$ cat src/rtl/mips_pkg.sv
// rtl/mips_pkg.sv - shared constants and types for the 5-stage MIPS redirect pipeline
//
// Purpose: constants shared by the fetch stage, controller and hazard unit.
//   NOP_INSTR     encoding of sll $0,$0,0 used for pipeline bubbles
//   PC_RESET_DEF  default reset PC
//   if_state_e    fetch-stage FSM encoding (IF_RUN / IF_HALT)
//   OP_* / FN_*   opcode and funct fields decoded downstream
package mips_pkg;

  localparam logic [31:0] NOP_INSTR    = 32'h0000_0000;
  localparam logic [31:0] PC_RESET_DEF = 32'h0000_3000;

  typedef enum logic {
    IF_RUN  = 1'b0,
    IF_HALT = 1'b1
  } if_state_e;

  // Primary opcodes
  localparam logic [5:0] OP_RTYPE = 6'h00;
  localparam logic [5:0] OP_J     = 6'h02;
  localparam logic [5:0] OP_JAL   = 6'h03;
  localparam logic [5:0] OP_BEQ   = 6'h04;
  localparam logic [5:0] OP_BNE   = 6'h05;
  localparam logic [5:0] OP_ADDI  = 6'h08;
  localparam logic [5:0] OP_ORI   = 6'h0D;
  localparam logic [5:0] OP_LUI   = 6'h0F;
  localparam logic [5:0] OP_LW    = 6'h23;
  localparam logic [5:0] OP_SW    = 6'h2B;

  // R-type funct codes
  localparam logic [5:0] FN_SLL     = 6'h00;
  localparam logic [5:0] FN_JR      = 6'h08;
  localparam logic [5:0] FN_JALR    = 6'h09;
  localparam logic [5:0] FN_SYSCALL = 6'h0C;
  localparam logic [5:0] FN_ADDU    = 6'h21;
  localparam logic [5:0] FN_SUBU    = 6'h23;

  // Sequential successor of a word-aligned PC; wraps modulo 2^32.
  function automatic logic [31:0] pc_plus4(input logic [31:0] pc);
    return pc + 32'd4;
  endfunction

endpackage

$ cat src/rtl/if_id_reg.sv
// rtl/if_id_reg.sv - IF/ID pipeline register with enable and flush
//
// Purpose: holds the instruction handed to ID together with its PC and PC+4.
// Ports:
//   clk, rst         clock, asynchronous active-high reset
//   en_i             load ir_i/pc_i/pc4_i and mark valid (stall = ~en_i)
//   flush_i          squash: ir <= NOP, valid <= 0, pc/pc4 hold; beats en_i
//   ir_i, pc_i, pc4_i  fetched word, its PC and PC+4
//   ir_o, pc_o, pc4_o, valid_o  registered IF/ID contents
module if_id_reg
  import mips_pkg::*;
(
  input  logic        clk,
  input  logic        rst,
  input  logic        en_i,
  input  logic        flush_i,
  input  logic [31:0] ir_i,
  input  logic [31:0] pc_i,
  input  logic [31:0] pc4_i,
  output logic [31:0] ir_o,
  output logic [31:0] pc_o,
  output logic [31:0] pc4_o,
  output logic        valid_o
);

  logic [31:0] ir_q, pc_q, pc4_q;
  logic        valid_q;

  always_ff @(posedge clk or posedge rst) begin
    if (rst) begin
      ir_q    <= NOP_INSTR;
      pc_q    <= 32'h0;
      pc4_q   <= 32'h0;
      valid_q <= 1'b0;
    end else if (flush_i) begin
      // pc/pc4 keep the squashed slot's last values; only ir/valid matter to ID
      ir_q    <= NOP_INSTR;
      valid_q <= 1'b0;
    end else if (en_i) begin
      ir_q    <= ir_i;
      pc_q    <= pc_i;
      pc4_q   <= pc4_i;
      valid_q <= 1'b1;
    end
  end

  assign ir_o    = ir_q;
  assign pc_o    = pc_q;
  assign pc4_o   = pc4_q;
  assign valid_o = valid_q;

endmodule

$ cat src/rtl/if_id_stage.sv
// rtl/if_id_stage.sv - fetch stage, PC register and IF/ID register of the MIPS pipeline
//
// Purpose: holds the PC, addresses the async instruction ROM, latches the fetched
//   word into IF/ID, and applies stall, redirect (flush) and syscall halt.
// Optional feature: macro IF_PERF_CNT_EN adds fetch_cnt / bubble_cnt counters.
// Ports:
//   clk, rst                 clock, asynchronous active-high reset
//   imem_addr                ROM word address (pc[IMEM_AW+1:2])
//   imem_data                ROM read data, same cycle
//   stall                    hold pc and IF/ID
//   redirect, redirect_pc    taken branch/jump target; squashes IF/ID
//   halt                     syscall retired; enter HALT until reset
//   id_ir, id_pc, id_pc4     instruction to ID, its PC and PC+4
//   id_valid                 id_ir is a real instruction
//   halted                   stage is in HALT
//   fetch_cnt, bubble_cnt    (IF_PERF_CNT_EN only) advance / bubble edge counts
module if_id_stage
  import mips_pkg::*;
#(
  parameter logic [31:0] PC_RESET = PC_RESET_DEF,
  parameter int          IMEM_AW  = 10
) (
  input  logic               clk,
  input  logic               rst,
  output logic [IMEM_AW-1:0] imem_addr,
  input  logic [31:0]        imem_data,
  input  logic               stall,
  input  logic               redirect,
  input  logic [31:0]        redirect_pc,
  input  logic               halt,
  output logic [31:0]        id_ir,
  output logic [31:0]        id_pc,
  output logic [31:0]        id_pc4,
  output logic               id_valid,
`ifdef IF_PERF_CNT_EN
  output logic [31:0]        fetch_cnt,
  output logic [31:0]        bubble_cnt,
`endif
  output logic               halted
);

  if_state_e   state_q, state_d;
  logic [31:0] pc_q, pc_d;
  logic [31:0] pc4;
  logic        run;
  logic        advance;
  logic        bubble;
  logic        reg_en;
  logic        reg_flush;

  assign run = (state_q == IF_RUN);
  assign pc4 = pc_plus4(pc_q);

  // Edge classification in RUN, priority halt > redirect > stall > normal
  assign advance = run && !halt && !redirect && !stall;
  assign bubble  = run && !halt && (redirect || stall);

  always_comb begin
    state_d = state_q;
    pc_d    = pc_q;
    if (run) begin
      if (halt) begin
        state_d = IF_HALT;
      end else if (redirect) begin
        pc_d = {redirect_pc[31:2], 2'b00};
      end else if (!stall) begin
        pc_d = pc4;
      end
    end
  end

  always_ff @(posedge clk or posedge rst) begin
    if (rst) begin
      state_q <= IF_RUN;
      pc_q    <= {PC_RESET[31:2], 2'b00};
    end else begin
      state_q <= state_d;
      pc_q    <= pc_d;
    end
  end

  // In HALT the register is flushed every edge so id_ir/id_valid stay at NOP/0
  // regardless of what the ignored stall/redirect/halt inputs do.
  assign reg_en    = run && !stall;
  assign reg_flush = !run || redirect || halt;

  if_id_reg u_if_id_reg (
    .clk     (clk),
    .rst     (rst),
    .en_i    (reg_en),
    .flush_i (reg_flush),
    .ir_i    (imem_data),
    .pc_i    (pc_q),
    .pc4_i   (pc4),
    .ir_o    (id_ir),
    .pc_o    (id_pc),
    .pc4_o   (id_pc4),
    .valid_o (id_valid)
  );

  assign imem_addr = pc_q[IMEM_AW+1:2];
  assign halted    = !run;

`ifdef IF_PERF_CNT_EN
  logic [31:0] fetch_cnt_q, bubble_cnt_q;

  always_ff @(posedge clk or posedge rst) begin
    if (rst) begin
      fetch_cnt_q  <= 32'h0;
      bubble_cnt_q <= 32'h0;
    end else begin
      if (advance) fetch_cnt_q  <= fetch_cnt_q + 32'd1;
      if (bubble)  bubble_cnt_q <= bubble_cnt_q + 32'd1;
    end
  end

  assign fetch_cnt  = fetch_cnt_q;
  assign bubble_cnt = bubble_cnt_q;
`else
  logic unused_cnt;
  assign unused_cnt = advance ^ bubble;
`endif

endmodule
$ cat config.mk
export PLATFORM = sky130hd
export DESIGN_NAME = if_id_stage
export DESIGN_NICKNAME = d
export VERILOG_FILES = /design/src/rtl/mips_pkg.sv /design/src/rtl/if_id_reg.sv /design/src/rtl/if_id_stage.sv
export SDC_FILE = /design/constraint.sdc
export NUM_CORES = 1
export LEC_CHECK = 0
export ABC_CLOCK_PERIOD_IN_PS = 4400
export CAP_MARGIN = 40
export CORE_UTILIZATION = 48
export DETAILED_ROUTE_END_ITERATION = 8
export PLACE_DENSITY = 0.81
export SKIP_LAST_GASP = 1
export SLEW_MARGIN = 20
export SYNTH_ARGS = -nofsm -noshare
export SYNTH_HDL_FRONTEND = slang
export SYNTH_SLANG_ARGS = --single-unit
$ cat constraint.sdc
create_clock -name clk -period 4.4 [get_ports clk]
set_input_delay 0.66 -clock clk [delete_from_list [all_inputs] [get_ports clk]]
set_output_delay 0.66 -clock clk [all_outputs]
set_load 0.02 [all_outputs]
==> impl_metrics.csv <==
group,metric,value,unit
cells_and_area,nFillCells,953,
global_route,antenna_found_initial,0,
critical_path,critPathLaunch,"halt",
sta,fin_crit,2.96,ns
sta,post-route-period-util,67.2,%
die,die_h,114,µm
sta,drv_slew,0,
worst_hold_path,min_delay_worst_endpoint,"u_if_id_reg.pc_o[12]",
clock_tree,clkTransAtPathRegs,0.05,ns
power,p_total,2.92,mW
clock_tree,cts-root-buf,"clkbuf_16",
placement,dp_cells,952,
power,p_leak,3.63,nW
die,ioPinCount,177,
clock_tree,cts_setup_buffers,0,
synthesis,synth_seq_area_share,51.5,%
route,wl_per_cell,16.7,µm
global_route,grt_pass1_wl,26000,µm
synthesis,synthTopCellsByArea,"dfrtp_1 51%, nand2_1 9.2%, mux2i_1 5.6%, o21ai_0 4.0%, nor2_1 3.7%",
clock_tree,clk-insertion-delay-late,0.40,ns
die,fp.coreArea,12100,µm²
synthesis,async_flop_share,100,%
critical_path,arrival,3.21,ns
worst_hold_path,worstHoldStart,"u_if_id_reg.pc_o[12]",
status,run_status,"completed",
critical_path,start_kind,"input port",
cells_and_area,layout.cells.most_common,"clkdlybuf4s50_1",
power,p_per_area,349,nW/µm²
critical_path,worst-setup-path-type,"input port to register",
sta,final-setup-viol-count,0,
critical_path,r2r_start,"halted",
sta,rsz0062_at_grt,"no",
sta,max_clock_freq,0.338,GHz
critical_path,cp-end-kind,"register",
synthesis,syn_area,6020,µm²
critical_path,r2r_end,"pc_q[15]",
global_route,grt_usage,25.8,%
route,antenna_left,0,
die,rows,40,
placement,io_buffers,170,
route,drt-vias-per-instance,5.54,
clock_tree,cts_tree,"built",
synthesis,synth_cell_types,55,
clock_tree,ctsHoldBuffers,0,
worst_hold_path,hold_depth,2,
route,drc_errors,0,
synthesis,yosys_warnings,0,
synthesis,synthCells,661,
placement,pre_cts_ws,1.13,ns
synthesis,ys_ff_latch,124,
synthesis,synth_edf_count,0,
cells_and_area,layout_common_cells,"169 x clkdlybuf4s50_1, 147 x nand2_1, 122 x dfrtp_1, 60 x nor2_1, 48 x o21ai_0",
global_route,grt_max_degree,66,
cells_and_area,drive_gt1_share,7.13,%
route,dr.first_iter.drc_count,380,
synthesis,yosysTopAreaCellShare,50.7,%
global_route,grt_pass1_vias,5193,
die,start_util,49.7,%
critical_path,ff2ff_setup_slack,1.73,ns
clock_tree,cts.htree.levels,4,
worst_hold_path,worstHoldPathType,"register to register",
synthesis,synth.largest_area_cell,"dfrtp_1",
clock_tree,clk_path_buf_depth,2,
sta,max-slew-margin-rel,43.7,%
route,finalWirelength,16400,µm
placement,placed_area,7800,µm²
critical_path,reg2regPathDepth,6,
cells_and_area,post-route-cell-area,8360,µm²
placement,globalplace.congestion,0.899,
clock_tree,cts-buffers-inserted,17,
sta,worst_slack,1.44,ns
cells_and_area,fin_cells,982,
cells_and_area,antenna_cells,0,
cells_and_area,syn_to_final_growth,38.8,%
power,ir_worst_vdd,0.000238,V
sta,finClkSkew,0.00781,ns
critical_path,required,4.65,ns
sta,fin_tns_setup,0,ns
synthesis,synth_flop_cell,"dfrtp_1",
die,die_x,114,µm
clock_tree,cts.sinks,124,
route,drtPass1Iterations,6,
sta,tightest_slew,0.845,ns
job,drv_cap,0,
synthesis,synth_area_per_cell,9.11,µm²
global_route,grt-ovfl-total,0,
cells_and_area,finalNetCount,874,
critical_path,crit_fanout,20,
placement,dp_hpwl,11500,µm
sta,hold_viol,0,
die,dieArea,13000,µm²
clock_tree,post_cts_resized,0,
route,num_vias,5436,
==> registers in the layout (all words and copies together), names as in the netlist <==
register / cells
pc_q: 30
u_if_id_reg.valid_o: 1
u_if_id_reg.pc_o: 30
u_if_id_reg.pc4_o: 30
u_if_id_reg.ir_o: 32
halted: 1
==> cell usage after synthesis (2+ instances only) <==
library cell,instances
nand2_1,148
dfrtp_1,122
nor2_1,60
o21ai_0,48
mux2i_1,34
nand3_1,33
clkbuf_1,29
a21oi_1,20
xor2_1,17
buf_4,16
nor3_1,16
nand4_1,12
xnor2_1,9
nor4_1,8
buf_1,7
buf_2,7
or3_1,7
and3_1,6
inv_1,6
a2bb2oi_1,5
o311ai_0,4
a31oi_1,3
nand3_2,3
o21a_1,3
o22ai_1,3
a211oi_1,2
a311oi_1,2
a32oi_1,2
dfstp_2,2
o21ai_1,2
==> critical path: stages <==
cell             delay, ns
clkdlybuf4s50_1       0.40
nor2_1                0.48
inv_1                 0.49
a21oi_1               0.79
o21ai_0               0.20
nand2_1               0.11
o21ai_0               0.08
==> power by group <==
part | internal (mW) | switching [mW]
Combinational | 0.171 | 0.164
Clock | 0.849 | 0.478
Sequential | 1.19 | 0.0657
==> layer usage <==
metal,track usage [%],up-vias,routed length [µm]
met4,10.3,0,423
met2,41.3,295,7680
met1,32.6,2560,6730
li1,-,2533,-
met5,0,-,0
met3,8.34,48,1560
==> area by class of cell <==
class	instances	area (µm²)	area share [%]
Multi-Input combinational cell	474	2620	31.4
Inverter	6	25.0	0.299
Tap cell	168	210	2.51
Clock inverter	8	95.1	1.14
Clock buffer	21	460	5.50
Sequential cell	124	3110	37.1
Timing Repair Buffer	181	1840	22.0
==> how the worst max path moves through the flow <==
stage                                     end  cells past startpoint  slack, ns
after global placement    u_if_id_reg.valid_o                      4       0.91
after global routing                 pc_q[12]                      7       1.26
final                                pc_q[15]                      7       1.44
after CTS                            pc_q[15]                      7       1.52
after detailed placement              pc_q[9]                      7       1.13
after floorplan                        halted                      1       0.44
==> kinds of logic (layout without fill, tap and decap cells) <==
kind of cell    count (synthesis)  count (layout)  synth area share [%]
other cells                     1               4                0.0622
xor+xnor                       26              26                  3.78
mux                            34              34                  5.65
fa+ha+maj                       1               1                 0.208
simple gates                  306             306                  23.2
compound gates                103             103                  10.3
flops                         124             124                  51.5
buf+inv                        66             216                  5.28
==> stage by stage <==
step / utilization, % / hold slack, ns
final: 69.1 / 0.475
after CTS: 69.0 / 0.476
after global routing: 69.1 / 0.497
after floorplan: - / 0.505
after global placement: 63.9 / 0.457
after detailed placement: 64.4 / 0.462
(Power assumes the default switching activity.)
